--- config.mk ---
export PLATFORM = sky130hd
export DESIGN_NAME = pad_func_seq
export DESIGN_NICKNAME = d
export VERILOG_FILES = /design/src/rtl/pad_func_seq_pkg.sv /design/src/rtl/pad_owner_mux.sv /design/src/rtl/pad_func_seq.sv
export SDC_FILE = /design/constraint.sdc
export NUM_CORES = 1
export LEC_CHECK = 0
export CAP_MARGIN = 15
export CORE_MARGIN = 1
export CORE_UTILIZATION = 40
export CTS_BUF_LIST = sky130_fd_sc_hd__clkbuf_4 sky130_fd_sc_hd__clkbuf_8 sky130_fd_sc_hd__clkbuf_16
export CTS_CLUSTER_SIZE = 8
export DETAILED_ROUTE_END_ITERATION = 7
export DONT_BUFFER_PORTS = 1
export GPL_TIMING_DRIVEN = 0
export PLACE_DENSITY = 0.54
export SLEW_MARGIN = 10
export SYNTH_ARGS = -nofsm -noshare
export SYNTH_HDL_FRONTEND = slang
export SYNTH_SLANG_ARGS = --single-unit
--- constraint.sdc ---
create_clock -name clk -period 3.2 [get_ports clk]
set_clock_uncertainty 0.15 [all_clocks]
set_input_delay 0.64 -clock clk [delete_from_list [all_inputs] [get_ports clk]]
set_output_delay 0.64 -clock clk [all_outputs]
set_load 0.01 [all_outputs]
--- src/rtl/pad_func_seq_pkg.sv ---
// Shared pinmux definitions: sequencer state encoding, default timing and pad-config types.
package pad_func_seq_pkg;

   typedef enum logic [2:0] {
      ST_IDLE   = 3'd0,
      ST_DRAIN  = 3'd1,
      ST_SWITCH = 3'd2,
      ST_SETTLE = 3'd3,
      ST_RUN    = 3'd4
   } state_t;

   localparam int GUARD_CYC_DEF  = 2;
   localparam int SETTLE_CYC_DEF = 4;
   localparam int CNT_W          = 4;

   typedef struct packed {
      logic pu;
      logic pd;
      logic dr;
      logic sr;
   } pad_cfg_t;

   typedef struct packed {
      logic a;
      logic oe;
      logic od;
      logic os;
   } pad_drv_t;

   // Pad parks pulled down with weak/slow drive until software configures it.
   localparam pad_cfg_t PAD_CFG_RST = '{pu: 1'b0, pd: 1'b1, dr: 1'b0, sr: 1'b0};

   function automatic logic pull_conflict(input pad_cfg_t c);
      return c.pu & c.pd;
   endfunction

endpackage

--- src/rtl/pad_owner_mux.sv ---
// Selects the active owner's drive controls through one register stage and
// routes the pad input back to that owner only.
module pad_owner_mux
   import pad_func_seq_pkg::*;
#(
   parameter int NFUNC = 4
) (
   input  logic                     i_clk,
   input  logic                     i_rst,
   input  logic                     i_run,
   input  logic [$clog2(NFUNC)-1:0] i_sel,
   input  logic [NFUNC-1:0]         i_fn_a,
   input  logic [NFUNC-1:0]         i_fn_oe,
   input  logic [NFUNC-1:0]         i_fn_od,
   input  logic [NFUNC-1:0]         i_fn_os,
   input  logic                     i_pad_y,
   input  logic                     i_pad_ie,
   output logic                     o_pad_a,
   output logic                     o_pad_oe,
   output logic                     o_pad_od,
   output logic                     o_pad_os,
   output logic [NFUNC-1:0]         o_fn_y
);

   pad_drv_t w_drv;
   pad_drv_t r_drv;

   assign w_drv = '{a: i_fn_a[i_sel], oe: i_fn_oe[i_sel],
                    od: i_fn_od[i_sel], os: i_fn_os[i_sel]};

   always_ff @(posedge i_clk) begin
      if (i_rst)      r_drv <= '0;
      else if (i_run) r_drv <= w_drv;
      else            r_drv <= '0;
   end

   // Gate with i_run so the first non-RUN cycle never sees a stale owner drive.
   assign o_pad_a  = r_drv.a  & i_run;
   assign o_pad_oe = r_drv.oe & i_run;
   assign o_pad_od = r_drv.od & i_run;
   assign o_pad_os = r_drv.os & i_run;

   always_comb begin
      o_fn_y        = '0;
      o_fn_y[i_sel] = i_pad_y & i_pad_ie;
   end

endmodule

--- src/rtl/pad_func_seq.sv ---
// Pad function switch sequencer: drains the old owner, swaps function and pulls,
// lets the pad settle, then hands the pad to the new owner.
module pad_func_seq
   import pad_func_seq_pkg::*;
#(
   parameter int NFUNC      = 4,
   parameter int GUARD_CYC  = GUARD_CYC_DEF,
   parameter int SETTLE_CYC = SETTLE_CYC_DEF
) (
   input  logic                     clk,
   input  logic                     rst,
   input  logic                     cfg_valid,
   output logic                     cfg_ready,
   input  logic [$clog2(NFUNC)-1:0] cfg_func,
   input  logic                     cfg_pu,
   input  logic                     cfg_pd,
   input  logic                     cfg_dr,
   input  logic                     cfg_sr,
   output logic                     cfg_err,
   input  logic [NFUNC-1:0]         fn_a,
   input  logic [NFUNC-1:0]         fn_oe,
   input  logic [NFUNC-1:0]         fn_od,
   input  logic [NFUNC-1:0]         fn_os,
   output logic [NFUNC-1:0]         fn_y,
   output logic                     pad_a,
   output logic                     pad_oe,
   output logic                     pad_ie,
   output logic                     pad_od,
   output logic                     pad_os,
   output logic                     pad_pu,
   output logic                     pad_pd,
   output logic                     pad_dr,
   output logic                     pad_sr,
   input  logic                     pad_y,
   output logic                     busy
);

   localparam int               FW          = $clog2(NFUNC);
   localparam logic [CNT_W-1:0] GUARD_LAST  = CNT_W'(GUARD_CYC - 1);
   localparam logic [CNT_W-1:0] SETTLE_LAST = CNT_W'(SETTLE_CYC - 1);
   localparam logic [FW-1:0]    FUNC_MAX    = FW'(NFUNC - 1);

   state_t           r_state;
   state_t           w_state_nxt;
   logic [CNT_W-1:0] r_cnt;
   logic [FW-1:0]    r_sel;
   logic [FW-1:0]    r_lat_func;
   pad_cfg_t         r_pad_cfg;
   pad_cfg_t         r_lat_cfg;
   pad_cfg_t         w_req_cfg;
   logic             r_err;
   logic             w_ready;
   logic             w_run;
   logic             w_ie;
   logic             w_hs;
   logic             w_func_oob;
   logic             w_bad;
   logic             w_acc;
   logic             w_load;

   assign w_req_cfg = '{pu: cfg_pu, pd: cfg_pd, dr: cfg_dr, sr: cfg_sr};

   if ((1 << FW) == NFUNC) begin : g_func_full
      assign w_func_oob = 1'b0;
   end else begin : g_func_part
      assign w_func_oob = (cfg_func > FUNC_MAX);
   end

   assign w_hs   = cfg_valid & w_ready;
   assign w_bad  = pull_conflict(w_req_cfg) | w_func_oob;
   assign w_acc  = w_hs & ~w_bad;
   assign w_load = (r_state == ST_DRAIN) && (r_cnt == GUARD_LAST);

   always_ff @(posedge clk) begin
      if (rst) r_state <= ST_IDLE;
      else     r_state <= w_state_nxt;
   end

   always_comb begin
      w_state_nxt = r_state;
      case (r_state)
         ST_IDLE,
         ST_RUN:    if (w_acc) w_state_nxt = ST_DRAIN;
         ST_DRAIN:  if (r_cnt == GUARD_LAST) w_state_nxt = ST_SWITCH;
         ST_SWITCH: w_state_nxt = ST_SETTLE;
         ST_SETTLE: if (r_cnt == SETTLE_LAST) w_state_nxt = ST_RUN;
         default:   w_state_nxt = ST_IDLE;
      endcase
   end

   always_comb begin
      w_ready = 1'b0;
      w_run   = 1'b0;
      w_ie    = 1'b0;
      case (r_state)
         ST_IDLE:   w_ready = 1'b1;
         ST_SETTLE: w_ie    = 1'b1;
         ST_RUN: begin
            w_ready = 1'b1;
            w_run   = 1'b1;
            w_ie    = 1'b1;
         end
         default: ;
      endcase
   end

   // One shared counter: DRAIN and SETTLE never overlap, and it idles at 0.
   always_ff @(posedge clk) begin
      if (rst)
         r_cnt <= '0;
      else if ((r_state == ST_DRAIN  && r_cnt != GUARD_LAST) ||
               (r_state == ST_SETTLE && r_cnt != SETTLE_LAST))
         r_cnt <= r_cnt + CNT_W'(1);
      else
         r_cnt <= '0;
   end

   // The new function/pulls land on the DRAIN->SWITCH edge so they are live during SWITCH.
   always_ff @(posedge clk) begin
      if (rst) begin
         r_lat_func <= '0;
         r_lat_cfg  <= PAD_CFG_RST;
         r_sel      <= '0;
         r_pad_cfg  <= PAD_CFG_RST;
         r_err      <= 1'b0;
      end else begin
         r_err <= w_hs & w_bad;
         if (w_acc) begin
            r_lat_func <= cfg_func;
            r_lat_cfg  <= w_req_cfg;
         end
         if (w_load) begin
            r_sel     <= r_lat_func;
            r_pad_cfg <= r_lat_cfg;
         end
      end
   end

   pad_owner_mux #(.NFUNC(NFUNC)) u_owner_mux (
      .i_clk    (clk),
      .i_rst    (rst),
      .i_run    (w_run),
      .i_sel    (r_sel),
      .i_fn_a   (fn_a),
      .i_fn_oe  (fn_oe),
      .i_fn_od  (fn_od),
      .i_fn_os  (fn_os),
      .i_pad_y  (pad_y),
      .i_pad_ie (w_ie),
      .o_pad_a  (pad_a),
      .o_pad_oe (pad_oe),
      .o_pad_od (pad_od),
      .o_pad_os (pad_os),
      .o_fn_y   (fn_y)
   );

   assign cfg_ready = w_ready;
   assign busy      = ~w_ready;
   assign cfg_err   = r_err;
   assign pad_ie    = w_ie;
   assign pad_pu    = r_pad_cfg.pu;
   assign pad_pd    = r_pad_cfg.pd;
   assign pad_dr    = r_pad_cfg.dr;
   assign pad_sr    = r_pad_cfg.sr;

endmodule

==> impl_metrics.py, run 1 <==
metrics = {
    "run_status": {
        "outcome": "finished, violations left",
        "violations": "design-rule violations",
    },
    "drt": {
        "ant_nets": 0,
        "viasPerCell": 5.568,
        "drtPass1Iterations": 6,
        "drc": 2,
        "drtIter0Drc": 19,
        "totalWireLength_um": 2214,
        "vias": 863,
        "wl_per_cell_um": 14.28,
    },
    "cells_and_area": {
        "final_layout_size_suffix_gt1_frac": 0.1613,
        "area_growth_pct": 7.495,
        "layout.nets": 153,
        "final_common_cell": "dfxtp_1",
        "final_cell_mix": "dfxtp_1, nand2b_1, mux2i_1",
        "num_antenna_cells": 0,
        "finalNonFillerCells": 155,
    },
    "clock_network": {
        "cts_max_level": 1,
        "cts_resized": 0,
        "cts_tree": "done",
        "clk_pin_slew_ps": 130,
        "cts_root_buffer": "clkbuf_4",
        "cts_hold_buf": 0,
        "cts_made_buffers": 3,
        "insertion_delay_ps": 310,
        "cts_sinks": 24,
        "clockBufferDepth": 2,
        "post-cts-setup-buffers": 0,
    },
    "global_route": {
        "antenna_found_initial": 0,
        "grt_pass1_vias": 831,
        "grt_max_degree": 15,
        "track_usage": 0.1496,
        "globalRouteOverflowTotal": 0,
        "grt_pass1_wl_um": 3801,
    },
    "logic_synthesis": {
        "synth_cell_types": 38,
        "synth_edf_count": 0,
        "ys_ff_latch": 24,
        "yosysWarnings": 0,
        "syn_nets": 148,
        "avgSynthCellArea_um2": 10.16,
        "synth_ff_type": "dfxtp_1",
        "postSynthCellCount": 120,
        "syn_area_um2": 1219,
        "ys_async_sr_fraction": 0,
        "ys_seq_area_frac": 0.3943,
    },
    "power_and_ir_drop": {
        "p_leak_nw": 0.4563,
        "max-vdd-ir-drop_mv": 0.2543,
        "cellPowerDensity_nw_per_um2": 460.9,
    },
    "setup_path": {
        "crit_arrival_ps": 1840,
        "cpPeakStageDelay_ps": 360,
        "crit_required_ps": 2410,
        "r2r_cells": 6,
        "cp-end-kind": "output port",
        "cp_slowest_cell": "or3b_1",
        "path_class": "flop to output port",
        "rr_startpoint": "r_state[1]",
        "startpoint_type": "flop",
        "r2r_end": "r_lat_func[1]",
        "cp_max_fo": 8,
        "r2r_slack_ps": 1480,
        "path_cells": "buf_6 > or3b_1 > buf_2 > a21bo_1 > nor3_1",
    },
    "die": {
        "fp.dieArea_um2": 3271,
        "fp.dieH_um": 57.20,
        "num_rows": 19,
        "io_pins": 42,
        "die_w_um": 57.20,
        "initial_core_util": 0.4308,
        "core_um2": 2829,
    },
    "hold_path": {
        "whs_path_depth": 2,
        "hp-start": "cfg_valid",
        "hold_path_end": "cfg_err",
        "holdCritPathClass": "input port to flop",
    },
    "sta": {
        "finalCritPeriodShare": 0.8215,
        "finalHoldViolations": 0,
        "clock.fmax_ghz": 0.3804,
        "fin_setup_tns_ps": 0,
        "worstMarginPinSlew_ps": 570.6,
        "slew_headroom": 0.6167,
        "rsz0062_at_grt": "no",
        "min_period_ps": 2629,
        "final_max_slew_viol_count": 0,
        "timing.final.ws_setup_ps": 571.3,
        "setup_violations": 0,
    },
    "placed_design": {
        "dpl.hpwl_um": 1695,
        "pre_cts_slack_ps": 937.8,
        "numPortBuffers": 0,
        "dp_cells": 151,
        "gp_routability_congestion": 0.7922,
    },
    "job": {
        "drv_cap": 0,
    },
}
==> kinds of logic after synthesis <==
group / Yosys count / share of synthesized area
and+or+nand+nor: 57 / 0.3090
DFF: 24 / 0.3942
muxes: 15 / 0.1643
buffers and inverters: 12 / 0.04927
AOI/OAI and AO/OA: 8 / 0.04826
xor gates and xnor gates: 2 / 0.01438
adders and majority gates: 2 / 0.02053
==> report_power, final <==
group	switching [mW]	total [mW]	internal, mW
clock	0.0883	0.215	0.127
sequential	0.00981	0.320	0.310
combinational	0.0367	0.0693	0.0326
total	0.135	0.604	0.469
==> per-layer routing <==
layer	vias to the layer above	GRT usage	part of all wire
met5	-	0	0
met4	0	0.03136	0.0086
met3	2	0.04989	0.055
met2	25	0.2370	0.48
met1	407	0.2000	0.46
li1	429	-	-
==> area by class of cell <==
class	count	area, um2
Clock inverter	1	30.03
Inverter	2	7.507
Tap cell	31	38.79
Fill cell	282	1519
Multi-Input combinational cell	84	678.2
Clock buffer	3	22.52
Sequential cell	24	480.5
Buffer	10	52.55
==> how the worst max path moves through the flow <==
stage                     startpoint  endpoint  slack [ps]
final                     r_state[1]   fn_y[0]         570
after global routing      r_state[2]   fn_y[0]         490
after CTS                 r_state[2]   fn_y[0]         570
after detailed placement  r_state[1]   fn_y[0]         940
after global placement    r_state[1]   fn_y[0]         940
after floorplan           r_state[1]   fn_y[0]        1020
==> critical path: cells and delay by family (launching register included) <==
family	cells	cell delay, ps
simple gates	2	680
buf+inv	2	290
flops	1	330
compound gates	1	230
==> per-stage QoR <==
step	hold WS, ps	power (mW)	area, um2	utilization
finish	281.9	0.6038	1310	0.4631
global route	295.2	0.6323	1310	0.4631
CTS	270.8	0.6126	1310	0.4631
detailed placement	307.8	0.3962	1257	0.4445
global placement	296.5	0.3942	1257	0.4445
floorplan	283.4	0.3831	1219	-
==> state kept, by name (all words and copies together) (netlist names), 2 cells and up <==
| register | count |
|---|---|
| r_sel | 2 |
| r_state | 3 |
| r_lat_cfg | 4 |
| u_owner_mux.r_drv | 4 |
| r_cnt | 4 |
| r_lat_func | 2 |
==> synth_stat cells, drive strengths merged, types with 2 or more instances <==
master,n,area [um2]
nor2,9,33.78
mux2i,11,110.1
and3,5,31.28
nor3,5,25.02
nand3,2,10.01
ha,2,25.02
nor4b,2,17.52
nor3b,7,62.56
buf,6,37.53
inv,2,7.500
dfxtp,24,480.5
clkbuf,4,15.01
or3b,2,17.52
mux4,4,90.09
nand2,4,15.01
nand2b,16,107.6
Power figures use the tool's default switching activity.
==> run 2: changes to the inputs <==
Settings changed: PLACE_DENSITY 0.54 to 0.56.
Clock period 3.2 ns to 2.3 ns, I/O delays scaled along.
==> run 2 against run 1 <==
The flow still finishes with violations (design-rule violations); wire length rose by 2.8%; combinational power rose by 50%; non-clock buffer count rose by 1; cell area rose by 2.3%; clock power rose by 7%; setup slack got worse by 490 ps; first-iteration DRC count rose by 110%; utilization rose by 1.1 points; worst hold slack got worse by 190 ps; critical path depth did not move; total power rose by 29%; clock-buffer cell count rose by 1; critical path type unchanged; critical endpoint is now fn_y[1].
==> impl_metrics.py, run 2 (synthesis gave the netlist of run 1 again) <==
metrics = {
    "placed_design": {
        "dpl.hpwl_um": 1632,
        "numPortBuffers": 0,
        "gp_routability_congestion": 0.7291,
        "place_area_um2": 1257,
    },
    "drt": {
        "drtPass1Iterations": 6,
        "drtIter0Drc": 40,
        "ant_nets": 0,
        "wl_per_cell_um": 14.60,
        "totalWireLength_um": 2277,
        "vias": 847,
        "drc": 2,
        "viasPerCell": 5.429,
    },
    "sta": {
        "min_period_ps": 2221,
        "slew_headroom": 0.6315,
        "holdWs_ps": 88.61,
        "finalCritPeriodShare": 0.9658,
        "clock.fmax_ghz": 0.4502,
        "finalHoldViolations": 0,
        "final_max_slew_viol_count": 0,
        "worstMarginPinSlew_ps": 548.6,
        "rsz0062_at_grt": "no",
        "setup_violations": 0,
    },
    "global_route": {
        "antenna_found_initial": 0,
        "globalRouteOverflowTotal": 0,
        "grt_pass1_wl_um": 3822,
        "track_usage": 0.1496,
        "grt_pass1_vias": 842,
        "grt_max_degree": 14,
    },
    "setup_path": {
        "startpoint_type": "flop",
        "cp_num_buf_inv": 2,
        "cp_slowest_cell": "dfxtp_2",
        "path_cells": "buf_6 > buf_6 > nand3b_1 > a21bo_4 > nor3b_4",
        "crit_required_ps": 1690,
        "cpPeakStageDelay_ps": 340,
        "r2r_slack_ps": 510,
        "r2r_end": "r_lat_cfg[0]",
        "path_delay_family": "simple AND/OR/NAND/NOR gates",
        "r2r_cells": 6,
        "cp_max_fo": 9,
        "rr_startpoint": "r_state[0]",
        "crit_arrival_ps": 1610,
        "path_class": "flop to output port",
        "path_common_cell": "buf_6",
        "cp-end-kind": "output port",
    },
    "die": {
        "die_w_um": 57.20,
        "initial_core_util": 0.4308,
        "io_pins": 42,
        "num_rows": 19,
        "fp.dieH_um": 57.20,
        "core_um2": 2829,
        "fp.dieArea_um2": 3271,
    },
    "cells_and_area": {
        "reg_top3": "r_cnt: 4 flops, r_lat_cfg: 4 flops, u_owner_mux.r_drv: 4 flops",
        "final_cell_mix": "dfxtp_1, nand2b_1, mux2i_1",
        "final_common_cell": "dfxtp_1",
        "num-fill-cells": 261,
        "num_antenna_cells": 0,
        "area_growth_pct": 9.959,
        "layout.nets": 154,
        "final_layout_size_suffix_gt1_frac": 0.2160,
        "final_area_um2": 1340,
    },
    "hold_path": {
        "whs_path_depth": 2,
        "hp-start": "cfg_valid",
        "hold_path_end": "cfg_err",
        "holdCritPathClass": "input port to flop",
    },
    "run_status": {
        "violations": "design-rule violations",
        "outcome": "finished, violations left",
    },
    "clock_network": {
        "cts_tree": "done",
        "cts_root_buffer": "clkbuf_4",
        "clk_pin_slew_ps": 140,
        "cts_max_level": 1,
        "clockBufferDepth": 2,
        "cts_sinks": 24,
        "cts_made_buffers": 3,
        "cts_hold_buf": 0,
        "insertion_delay_ps": 320,
    },
    "job": {
        "drv_cap": 0,
    },
    "power_and_ir_drop": {
        "max-vdd-ir-drop_mv": 0.2983,
        "cellPowerDensity_nw_per_um2": 579.3,
        "p_leak_nw": 0.4689,
        "total_power_mw": 0.7763,
    },
}
[run 2: worst register-to-register path, stage by stage (launching register included)]
cell	delay [ps]
dfxtp_4	370
buf_4	160
or2_2	330
inv_2	140
and3_1	200
buf_2	180
mux2i_1	190
[run 2: repair_timing]
action	4_1_cts	5_1_grt
setup endpoints to repair	4	4
buffers inserted	3	0
pin swaps	4	2
gates resized for setup	12	2
[run 2: cell type report]
type | instances | area, um2 | share of cell area
Sequential cell | 24 | 486.7 | 0.3632
Clock buffer | 4 | 36.28 | 0.02708
Buffer | 8 | 40.04 | 0.02988
Multi-Input combinational cell | 84 | 704.4 | 0.5257
Timing Repair Buffer | 3 | 26.28 | 0.01961
Inverter | 2 | 7.507 | 0.005602
Tap cell | 31 | 38.79 | 0.02894
[run 2: worst max path at each step]
stage / from / endpoint / slack, ps / cells after the start
global placement: r_state[1] / fn_y[0] / 230 / 5
finish: r_state[2] / fn_y[1] / 80 / 5
detailed placement: r_state[1] / fn_y[0] / 240 / 5
floorplan: r_state[1] / fn_y[0] / 300 / 5
CTS: r_state[2] / fn_y[2] / -20 / 5
global route: r_state[2] / fn_y[2] / 10 / 5
[run 2: per-stage QoR]
stage,TNS (ps),setup WS [ps],cells,utilization
floorplan,0,298.3,120,-
global placement,0,229.1,151,0.4445
detailed placement,0,238.3,151,0.4445
CTS,-19.92,-19.92,157,0.4755
global route,0,11.15,156,0.4737
finish,0,78.61,156,0.4737
[run 2: power by group]
part / switching (mW) / internal, mW / total (mW)
logic: 0.0558 / 0.0480 / 0.104
registers: 0.00973 / 0.432 / 0.442
clock network: 0.134 / 0.0969 / 0.231
[run 2: per-layer routing]
layer  track usage  share of wire
met1        0.2132           0.47
met2        0.2235           0.45
met3       0.04762          0.072
met4       0.03136         0.0075
met5             0              0
